**config.mk**
```make
export PLATFORM = sky130hd
export DESIGN_NAME = spi_sram_slave
export DESIGN_NICKNAME = d
export VERILOG_FILES = /design/src/rtl/spi_sram_pkg.sv /design/src/rtl/spi_sram_slave_pin_sync.sv /design/src/rtl/spi_sram_slave.sv
export SDC_FILE = /design/constraint.sdc
export NUM_CORES = 1
export LEC_CHECK = 0
export ABC_AREA = 0
export CAP_MARGIN = 20
export CORE_MARGIN = 2
export CORE_UTILIZATION = 52
export CTS_CLUSTER_DIAMETER = 50
export DETAILED_ROUTE_END_ITERATION = 8
export PLACE_DENSITY = 0.85
export SLEW_MARGIN = 20
export SYNTH_ARGS = -nofsm -noshare
export SYNTH_HDL_FRONTEND = slang
export SYNTH_SLANG_ARGS = --single-unit
```
**constraint.sdc**
```tcl
create_clock -name i_clk -period 2.8 [get_ports i_clk]
set_input_delay 0.42 -clock i_clk [delete_from_list [all_inputs] [get_ports i_clk]]
set_output_delay 0.42 -clock i_clk [all_outputs]
set_load 0.02 [all_outputs]
```
**src/rtl/spi_sram_pkg.sv**
```systemverilog
// Shared definitions for the 23K256-style SPI SRAM responder: instruction codes,
// status-register mode encodings, page geometry and the controller state type.
package spi_sram_pkg;

   localparam logic [7:0] INSTR_READ  = 8'h03;
   localparam logic [7:0] INSTR_WRITE = 8'h02;
   localparam logic [7:0] INSTR_RDSR  = 8'h05;
   localparam logic [7:0] INSTR_WRSR  = 8'h01;

   localparam logic [1:0] MODE_BYTE = 2'b00;
   localparam logic [1:0] MODE_SEQ  = 2'b01;
   localparam logic [1:0] MODE_PAGE = 2'b10;

   localparam int PAGE_SIZE = 32;
   localparam int PAGE_BITS = $clog2(PAGE_SIZE);

   typedef enum logic [2:0] {
      ST_IDLE,
      ST_INSTR,
      ST_ADDR,
      ST_RDATA,
      ST_WDATA,
      ST_RDSR,
      ST_WRSR,
      ST_IGNORE
   } state_t;

   function automatic state_t decode_instr(input logic [7:0] ins);
      state_t st;
      st = ST_IGNORE;
      case (ins)
         INSTR_READ, INSTR_WRITE: st = ST_ADDR;
         INSTR_RDSR:              st = ST_RDSR;
         INSTR_WRSR:              st = ST_WRSR;
         default:                 st = ST_IGNORE;
      endcase
      return st;
   endfunction

endpackage

```
**src/rtl/spi_sram_slave_pin_sync.sv**
```systemverilog
// Multi-stage synchroniser with registered rise/fall strobes for one SPI pin.
// Strobes trail the pin by SYNC_STAGES+1 cycles; o_level is aligned with them.
module spi_pin_sync #(
   parameter int   SYNC_STAGES = 2,
   parameter logic RST_VAL     = 1'b0
) (
   input  logic i_clk,
   input  logic i_rst,
   input  logic i_pin,
   output logic o_level,
   output logic o_rise,
   output logic o_fall
);

   logic [SYNC_STAGES-1:0] r_sync;
   logic                   r_prev;

   always_ff @(posedge i_clk or posedge i_rst) begin
      if (i_rst) begin
         r_sync <= {SYNC_STAGES{RST_VAL}};
         r_prev <= RST_VAL;
         o_rise <= 1'b0;
         o_fall <= 1'b0;
      end else begin
         r_sync <= {r_sync[SYNC_STAGES-2:0], i_pin};
         r_prev <= r_sync[SYNC_STAGES-1];
         o_rise <= r_sync[SYNC_STAGES-1] & ~r_prev;
         o_fall <= ~r_sync[SYNC_STAGES-1] & r_prev;
      end
   end

   assign o_level = r_prev;

endmodule

```
**src/rtl/spi_sram_slave.sv**
```systemverilog
// SPI responder emulating the 23K256 READ/WRITE/RDSR/WRSR command set over a
// synchronous memory port. Optional HOLD pin support: SPI_SRAM_SLAVE_HOLD_EN.
//
// state     | meaning
// ST_IDLE   | nCS high, waiting for selection
// ST_INSTR  | shifting in the 8-bit instruction
// ST_ADDR   | shifting in the 16-bit address
// ST_RDATA  | driving memory bytes on SO
// ST_WDATA  | collecting bytes, one write strobe per byte
// ST_RDSR   | driving status on SO, repeating
// ST_WRSR   | collecting the new status byte
// ST_IGNORE | SO tri-stated until nCS rises
module spi_sram_slave
   import spi_sram_pkg::*;
#(
   parameter int ADDR_W      = 15,
   parameter int SYNC_STAGES = 2
) (
   input  logic              i_clk,
   input  logic              i_rst,
   input  logic              i_sck,
   input  logic              i_ncs,
   input  logic              i_s,
   output logic              o_s,
   output logic              o_s_oe,
`ifdef SPI_SRAM_SLAVE_HOLD_EN
   input  logic              i_nhold,
`endif
   output logic [ADDR_W-1:0] o_mem_addr,
   output logic [7:0]        o_mem_wdata,
   output logic              o_mem_we,
   output logic              o_mem_re,
   input  logic [7:0]        i_mem_rdata,
   output logic [7:0]        o_status
);

   logic w_sck_lvl, w_sck_rise, w_sck_fall;
   logic w_ncs_lvl, w_ncs_rise, w_ncs_fall;
   logic w_si, w_si_rise, w_si_fall;
   logic w_hold;

   spi_pin_sync #(.SYNC_STAGES(SYNC_STAGES), .RST_VAL(1'b0)) u_sync_sck (
      .i_clk(i_clk), .i_rst(i_rst), .i_pin(i_sck),
      .o_level(w_sck_lvl), .o_rise(w_sck_rise), .o_fall(w_sck_fall));

   spi_pin_sync #(.SYNC_STAGES(SYNC_STAGES), .RST_VAL(1'b1)) u_sync_ncs (
      .i_clk(i_clk), .i_rst(i_rst), .i_pin(i_ncs),
      .o_level(w_ncs_lvl), .o_rise(w_ncs_rise), .o_fall(w_ncs_fall));

   spi_pin_sync #(.SYNC_STAGES(SYNC_STAGES), .RST_VAL(1'b0)) u_sync_si (
      .i_clk(i_clk), .i_rst(i_rst), .i_pin(i_s),
      .o_level(w_si), .o_rise(w_si_rise), .o_fall(w_si_fall));

   state_t            r_state;
   logic [3:0]        r_bit_cnt;
   logic [15:0]       r_shift_in;
   logic [7:0]        r_shift_out;
   logic [7:0]        r_prefetch;
   logic [7:0]        r_status;
   logic [ADDR_W-1:0] r_addr;
   logic              r_is_read;
   logic              r_drive;
   logic              r_re_pend;

`ifdef SPI_SRAM_SLAVE_HOLD_EN
   logic w_nhold_lvl, w_nhold_rise, w_nhold_fall;
   spi_pin_sync #(.SYNC_STAGES(SYNC_STAGES), .RST_VAL(1'b1)) u_sync_nhold (
      .i_clk(i_clk), .i_rst(i_rst), .i_pin(i_nhold),
      .o_level(w_nhold_lvl), .o_rise(w_nhold_rise), .o_fall(w_nhold_fall));
   assign w_hold = ~w_nhold_lvl & ~r_status[0];
   logic w_unused_hold;
   assign w_unused_hold = w_nhold_rise | w_nhold_fall;
`else
   assign w_hold = 1'b0;
`endif

   logic [15:0]       w_shift_next;
   logic [7:0]        w_instr;
   logic [ADDR_W-1:0] w_addr_in;
   logic [ADDR_W-1:0] w_next_addr;
   logic              w_byte_mode;
   logic [7:0]        w_out_src;

   assign w_shift_next = {r_shift_in[14:0], w_si};
   assign w_instr      = w_shift_next[7:0];
   assign w_addr_in    = w_shift_next[ADDR_W-1:0];
   // Mode 11 is reserved and behaves as byte mode.
   assign w_byte_mode  = (r_status[7] == r_status[6]);
   assign w_next_addr  = (r_status[7:6] == MODE_PAGE)
                       ? {r_addr[ADDR_W-1:PAGE_BITS], r_addr[PAGE_BITS-1:0] + PAGE_BITS'(1)}
                       : r_addr + ADDR_W'(1);
   assign w_out_src    = (r_state == ST_RDSR) ? r_status : r_prefetch;
   assign o_status     = r_status;

   logic w_unused_ok;
   assign w_unused_ok = &{1'b0, w_sck_lvl, w_ncs_lvl, w_si_rise, w_si_fall, w_shift_next};

   always_ff @(posedge i_clk or posedge i_rst) begin
      if (i_rst) begin
         r_state     <= ST_IDLE;
         r_bit_cnt   <= '0;
         r_shift_in  <= '0;
         r_shift_out <= '0;
         r_prefetch  <= '0;
         r_status    <= '0;
         r_addr      <= '0;
         r_is_read   <= 1'b0;
         r_drive     <= 1'b0;
         r_re_pend   <= 1'b0;
         o_s         <= 1'b0;
         o_s_oe      <= 1'b0;
         o_mem_addr  <= '0;
         o_mem_wdata <= '0;
         o_mem_we    <= 1'b0;
         o_mem_re    <= 1'b0;
      end else begin
         o_mem_we  <= 1'b0;
         o_mem_re  <= 1'b0;
         r_re_pend <= o_mem_re;
         if (r_re_pend) r_prefetch <= i_mem_rdata;
         o_s_oe <= r_drive & ~w_hold;

         if (w_ncs_rise) begin
            r_state <= ST_IDLE;
            r_drive <= 1'b0;
            o_s_oe  <= 1'b0;
            o_s     <= 1'b0;
         end else if (w_ncs_fall) begin
            r_state   <= ST_INSTR;
            r_bit_cnt <= '0;
            r_drive   <= 1'b0;
         end else if (w_hold) begin
            r_state <= r_state;
         end else if (w_sck_rise) begin
            r_shift_in <= w_shift_next;
            r_bit_cnt  <= r_bit_cnt + 4'd1;
            case (r_state)
               ST_INSTR: if (r_bit_cnt == 4'd7) begin
                  r_bit_cnt <= '0;
                  r_state   <= decode_instr(w_instr);
                  r_is_read <= (w_instr == INSTR_READ);
                  r_drive   <= (w_instr == INSTR_RDSR);
               end
               ST_ADDR: if (r_bit_cnt == 4'd15) begin
                  r_bit_cnt <= '0;
                  r_addr    <= w_addr_in;
                  if (r_is_read) begin
                     r_state    <= ST_RDATA;
                     r_drive    <= 1'b1;
                     o_mem_re   <= 1'b1;
                     o_mem_addr <= w_addr_in;
                  end else begin
                     r_state <= ST_WDATA;
                  end
               end
               // Last bit of a read byte: fetch the following byte into the prefetch buffer.
               ST_RDATA: if (r_bit_cnt == 4'd7) begin
                  r_bit_cnt <= '0;
                  if (w_byte_mode) begin
                     r_state <= ST_IGNORE;
                     r_drive <= 1'b0;
                  end else begin
                     r_addr     <= w_next_addr;
                     o_mem_addr <= w_next_addr;
                     o_mem_re   <= 1'b1;
                  end
               end
               ST_WDATA: if (r_bit_cnt == 4'd7) begin
                  r_bit_cnt   <= '0;
                  o_mem_we    <= 1'b1;
                  o_mem_wdata <= w_shift_next[7:0];
                  o_mem_addr  <= r_addr;
                  if (w_byte_mode) r_state <= ST_IGNORE;
                  else             r_addr  <= w_next_addr;
               end
               ST_RDSR: if (r_bit_cnt == 4'd7) r_bit_cnt <= '0;
               ST_WRSR: if (r_bit_cnt == 4'd7) begin
                  r_bit_cnt <= '0;
                  r_status  <= {w_shift_next[7:6], 5'b0, w_shift_next[0]};
                  r_state   <= ST_IGNORE;
               end
               default: r_bit_cnt <= '0;
            endcase
         end else if (w_sck_fall) begin
            if (r_state == ST_RDATA || r_state == ST_RDSR) begin
               if (r_bit_cnt == 4'd0) begin
                  o_s         <= w_out_src[7];
                  r_shift_out <= {w_out_src[6:0], 1'b0};
               end else begin
                  o_s         <= r_shift_out[7];
                  r_shift_out <= {r_shift_out[6:0], 1'b0};
               end
            end
         end
      end
   end

endmodule

```
### Word-level counts from Yosys, hierarchy flattened

Index checks and enable logic that the tools add are counted.

* register bits: 98
* logic and storage cells: 151
* input bits: 13

* reductions and logical operators: 24
* eq/ne operators: 31
* bitwise operators: 11
* add/subtract/negate cells: 3
* multiplexer cells: 56

Operators with widths (number)
* two-way mux 15 bit: 7
* case mux 15 bit (3 select lines): 1
* case mux 15 bit (2 select lines): 1
* two-way mux 1 bit: 27
* two-way mux 3 bit: 9
* inequality test 4 x 2 -> 1 bit, second input constant: 6
* AND reduction 7 bit: 3
* AND reduction 5 bit: 4
* == test 8 x 2 -> 1 bit, second input constant: 2
* two-way mux 4 bit: 4
* two-way mux 8 bit: 2
* adder 15 x 1 -> 15 bit, second input constant: 1
* inequality test 2 bit, second input constant: 6
* case mux 3 bit (4 select lines): 1
* == test 3 bit, second input constant: 3
* case mux 3 bit (3 select lines): 1
* AND reduction 9 bit: 1
* == test 8 x 1 -> 1 bit, second input constant: 1
* == test 8 x 3 -> 1 bit, second input constant: 1
* inequality test 4 x 1 -> 1 bit, second input constant: 2
* case mux 4 bit (2 select lines): 1
* nonzero test 2 bit: 4
* inverter 1 bit: 7
* == test 3 x 2 -> 1 bit, second input constant: 2
* other kinds (21): 28

### Logic depth before layout (Yosys ltp)

* word-level depth: 8
* mapped depth: 8
* mapped depth without buffers: 7

### By module

From an unflattened synthesis, not the netlist that was laid out.

* cells, all modules: 522
* area total of the unflattened synthesis: 5004.8 um2

By module, submodules not included
* spi_sram_slave: instances 1, cells an instance 498, area each 4569.4 um2
* spi_pin_sync at u_sync_sck ...: instances 2, cells an instance 8, area each 143.9 um2
* spi_pin_sync at u_sync_ncs: instances 1, cells an instance 8, area each 147.6 um2

### Worst setup path before layout

OpenSTA, ideal clock, no wires.

* kind: flip-flop to flip-flop
* start point: register r_status[6], in the netlist o_status[6]
* end point: register o_mem_addr[10]
* stages on the path, launching flop included: 8
* path slack: 0.741 ns
* clock period less this slack: 2.059 ns
* arrival: 1.934 ns
* cells stage by stage: dfrtp_1 inv_1 ha_1 nand4b_2 or3_1 xnor2_1 o21ai_0 mux2_4

* word-level cells in the longest chain between the ends: 5

RTL lines
* from (decl): line spi_sram_slave.sv:59 `logic [7:0] r_status;`
* from (signal assigned): line spi_sram_slave.sv:179 `r_status <= {w_shift_next[7:6], 5'b0, w_shift_next[0]};`
* == test 2 bit: line spi_sram_slave.sv:89 `assign w_next_addr = (r_status[7:6] == MODE_PAGE)`
* two-way mux 15 bit: line spi_sram_slave.sv:90 `? {r_addr[ADDR_W-1:PAGE_BITS], r_addr[PAGE_BITS-1:0] + PAGE_BITS'(1)}`
* two-way mux 15 bit: line spi_sram_slave.sv:159 `if (w_byte_mode) begin`
* two-way mux 15 bit: line spi_sram_slave.sv:157 `ST_RDATA: if (r_bit_cnt == 4'd7) begin`
* case mux 15 bit (3 select lines): line spi_sram_slave.sv:137 `case (r_state)`
* to (signal assigned): line spi_sram_slave.sv:151 `o_mem_addr <= w_addr_in;`
* to (signal assigned): line spi_sram_slave.sv:164 `o_mem_addr <= w_next_addr;`
* to (signal assigned): line spi_sram_slave.sv:172 `o_mem_addr <= r_addr;`
* to (decl): line spi_sram_slave.sv:29 `output logic [ADDR_W-1:0] o_mem_addr,`

Parallel ways exist; a longest one is shown, timed or not. The select of a mux whose other input is x is not followed.
A chain may end at the register's enable or synchronous reset.

### Final worst setup path

* start point: register r_status[6], in the netlist o_status[6]
* end point: register o_mem_addr[11]

The elaborated chain is that of the path after synthesis.

==> impl_results.md <==
- Post-synth top cells: dfrtp_1, nand2_1, nor2_1
- HP Class: reg2reg
- Req. time, crit path: 3.06 ns
- Drt drc: 0
- Hold path startpoint: u_sync_sck.r_sync[0]
- Final setup viols: 0
- EDFF count, synth: 0
- Crit end category: flop
- Core Footprint: 9280 µm²
- CP Max Fanout: 6
- Count of cell types in the netlist: 72
- Max VDD drop: 0.000356 V
- Worst Path Class, Setup: reg2reg
- CP arrival: 2.58 ns
- Setup Skew: 0.0119 ns
- Buf/Inv on CP: 1
- Final ANT Viol Nets: 0
- Post-synth top flop: dfrtp_1
- Area Growth Syn to Fin: 14.5%
- Maximum root-to-sink buffer count: 2
- Synth top area cells: dfrtp_1, nand2_1, mux2_2, o21ai_0, nor2_1
- FP Rows: 35
- Tcrit/Tclk final: 82.6%
- R2r endpoint: o_mem_addr[11]
- H-tree Lvls: 3
- Drt total wl: 10700 µm
- Diodes inserted: 0
- Setup crit start kind: flop
- Layout Nets: 558
- Setup TNS: 0 ns
- GR Overflow Total: 0
- DP HPWL: 7540 µm
- Netlist Area Pre-Place: 4990 µm²
- Postcts setup bufs: 0
- Slew HR: 49.7%
- Final Max Slew Viols: 0
- Share of cells above drive strength 1: 14.3%
- Slew @ Worst Pin: 0.753 ns
- Port bufs: 42
- Initial DRC count: 324
- Leading area contributor after synthesis: dfrtp_1
- R2R Setup Slk: 0.49 ns
- Min Tclk post-route: 2.31 ns
- Static leakage: 2.55 nW
- Via density: 5.90
- Largest net degree at the start of global routing: 39
- Seq cells post-synth: 97
- Unrepaired setup endpoints after global routing: false
- Hold Fails Final Rpt: 0
- Clk slew on worst S/H paths: 0.11 ns
- Vias in the first global route: 3845
- Syn avg cell area: 9.88 µm²
- Peak Freq: 0.432 GHz
- Outcome: finished clean
- WL/cell: 15.9 µm
- Power density cells: 549 nW/µm²
- First-pass GRT wire length: 18200 µm
- Asr flop ratio synth: 100%
- Initial Utilization: 53.7%
- TritonRoute pass-1 iters: 5
- Most frequent cell after synthesis: dfrtp_1
- R2r startpoint: o_status[6]
- Io pins: 48
- Top Family by Delay on Critical Path: simple AND/OR/NAND/NOR gates
- Worst setup path startpoint: o_status[6]
- Worst reg2reg path depth: 7
- Via count: 3976
- Slowest cell on crit path: nor4_1
- CTS sink count: 97
- Yosys top cell area share: 47.2%
- Routability cong.: 0.927
- Register area share after synthesis: 48.7%
- Max_cap viols: 0
- Skew-Pair Late Insertion Delay: 0.39 ns
- CP max stage delay: 0.60 ns
- CTS tree: built
- Place WS: 0.572 ns
- Worst hold slack: 0.360 ns
- Global-route usage over all layers: 22.3%
- CTS buffer count: 9
- Worst setup slack after layout: 0.486 ns
- Syn Inst Count: 505
- Hold-fix buffers, CTS: 0
- Ys Warns: 0
- Root Buffer: clkbuf_8
- Die footprint: 10400 µm²
- Initial antenna violation count: 0
- Crit-path cells: inv_1, ha_1, nand4b_2, nor4_1, o21ai_0, a222oi_1, mux2i_1
- Die width: 102 µm
- Post-cts repair resize count: 0
- Die H: 102 µm
- Worst Setup EP: o_mem_addr[11]
- CP Depth: 7
==> flip-flops by register name (all words and copies together) (netlist names), 2 cells and up <==
signal / flops
r_shift_in: 14
o_mem_wdata: 8
o_status: 3
r_shift_out: 7
r_prefetch: 8
r_addr: 15
r_bit_cnt: 4
u_sync_sck.r_sync: 2
u_sync_si.r_sync: 2
o_mem_addr: 15
r_state: 3
u_sync_ncs.r_sync: 2
==> per-layer routing <==
metal | vias up | routed length [µm] | track usage [%]
li1 | 1858 | - | -
met1 | 1955 | 4710 | 29.5
met2 | 133 | 5110 | 35.5
met3 | 30 | 593 | 4.58
met4 | 0 | 298 | 10.2
met5 | - | 0 | 0
==> cell type report <==
type / instances / area (µm²)
clock buffer: 9 / 124
clock inverter: 7 / 62.6
timing repair buffer: 56 / 563
inverter: 9 / 37.5
sequential: 97 / 2430
multi-input combinational: 367 / 2330
fill: 728 / 3570
tap: 129 / 161
==> where the power goes <==
group          switching (mW)  internal, mW
Combinational           0.370         0.253
Sequential              0.130          1.50
Clock                   0.543         0.341
==> cells in the final DEF (no fill, tap or decap), types with 4 or more instances in the layout <==
cell	n
a211oi_1	4
a21oi_1	22
a221oi_1	5
a22oi_1	13
a31oi_1	7
and3_1	5
buf_4	11
clkbuf_8	9
clkdlybuf4s50_1	42
clkinvlp_4	4
conb_1	5
dfrtp_1	94
ha_1	5
inv_1	8
mux2_2	21
mux2_4	4
nand2_1	71
nand2b_1	5
nand3_1	9
nand3b_1	5
nand4_1	5
nor2_1	42
nor2b_1	8
nor3_1	13
nor4_1	5
o21ai_0	41
o22a_1	6
o22ai_1	5
xnor2_1	7
==> how the worst min path moves through the flow <==
stage,endpoint,slack [ns],cells after the start
after floorplan,u_sync_sck.r_sync[1],0.33,0
after global placement,u_sync_si.o_level,0.33,0
after detailed placement,u_sync_sck.r_sync[1],0.34,0
after CTS,u_sync_sck.r_sync[1],0.36,0
after global routing,u_sync_sck.r_sync[1],0.37,0
final,u_sync_sck.r_sync[1],0.36,0
==> per-stage QoR <==
step | area, µm² | cells | total power, mW | util [%]
global route | 5710 | 674 | 3.30 | 61.5
finish | 5710 | 674 | 3.14 | 61.5
global placement | 5530 | 658 | 2.23 | 59.5
detailed placement | 5530 | 658 | 2.27 | 59.5
floorplan | 5010 | 509 | 2.08 | -
CTS | 5710 | 674 | 3.14 | 61.5
==> worst reg2reg max path, delay by kind of cell, from the launching register on <==
kind / cells / cell delay, ns
AOI/OAI and AO/OA: 2 / 0.42
adders and majority gates: 1 / 0.27
buffers and inverters: 1 / 0.07
DFF: 1 / 0.37
muxes: 1 / 0.12
and+or+nand+nor: 2 / 0.94
==> cells by family after synthesis <==
family                   Yosys count  synth area share, %
flip-flops                        97                 48.7
AND/OR/NAND/NOR                  195                 20.6
other                              1               0.0752
adder cells (fa/ha/maj)            5                 1.25
multiplexers                      30                 7.00
AO/OA/AOI/OAI                    122                 15.8
XOR/XNOR                          10                 1.76
buffers and inverters             45                 4.79
No activity file was read; power rests on OpenSTA's default activity.
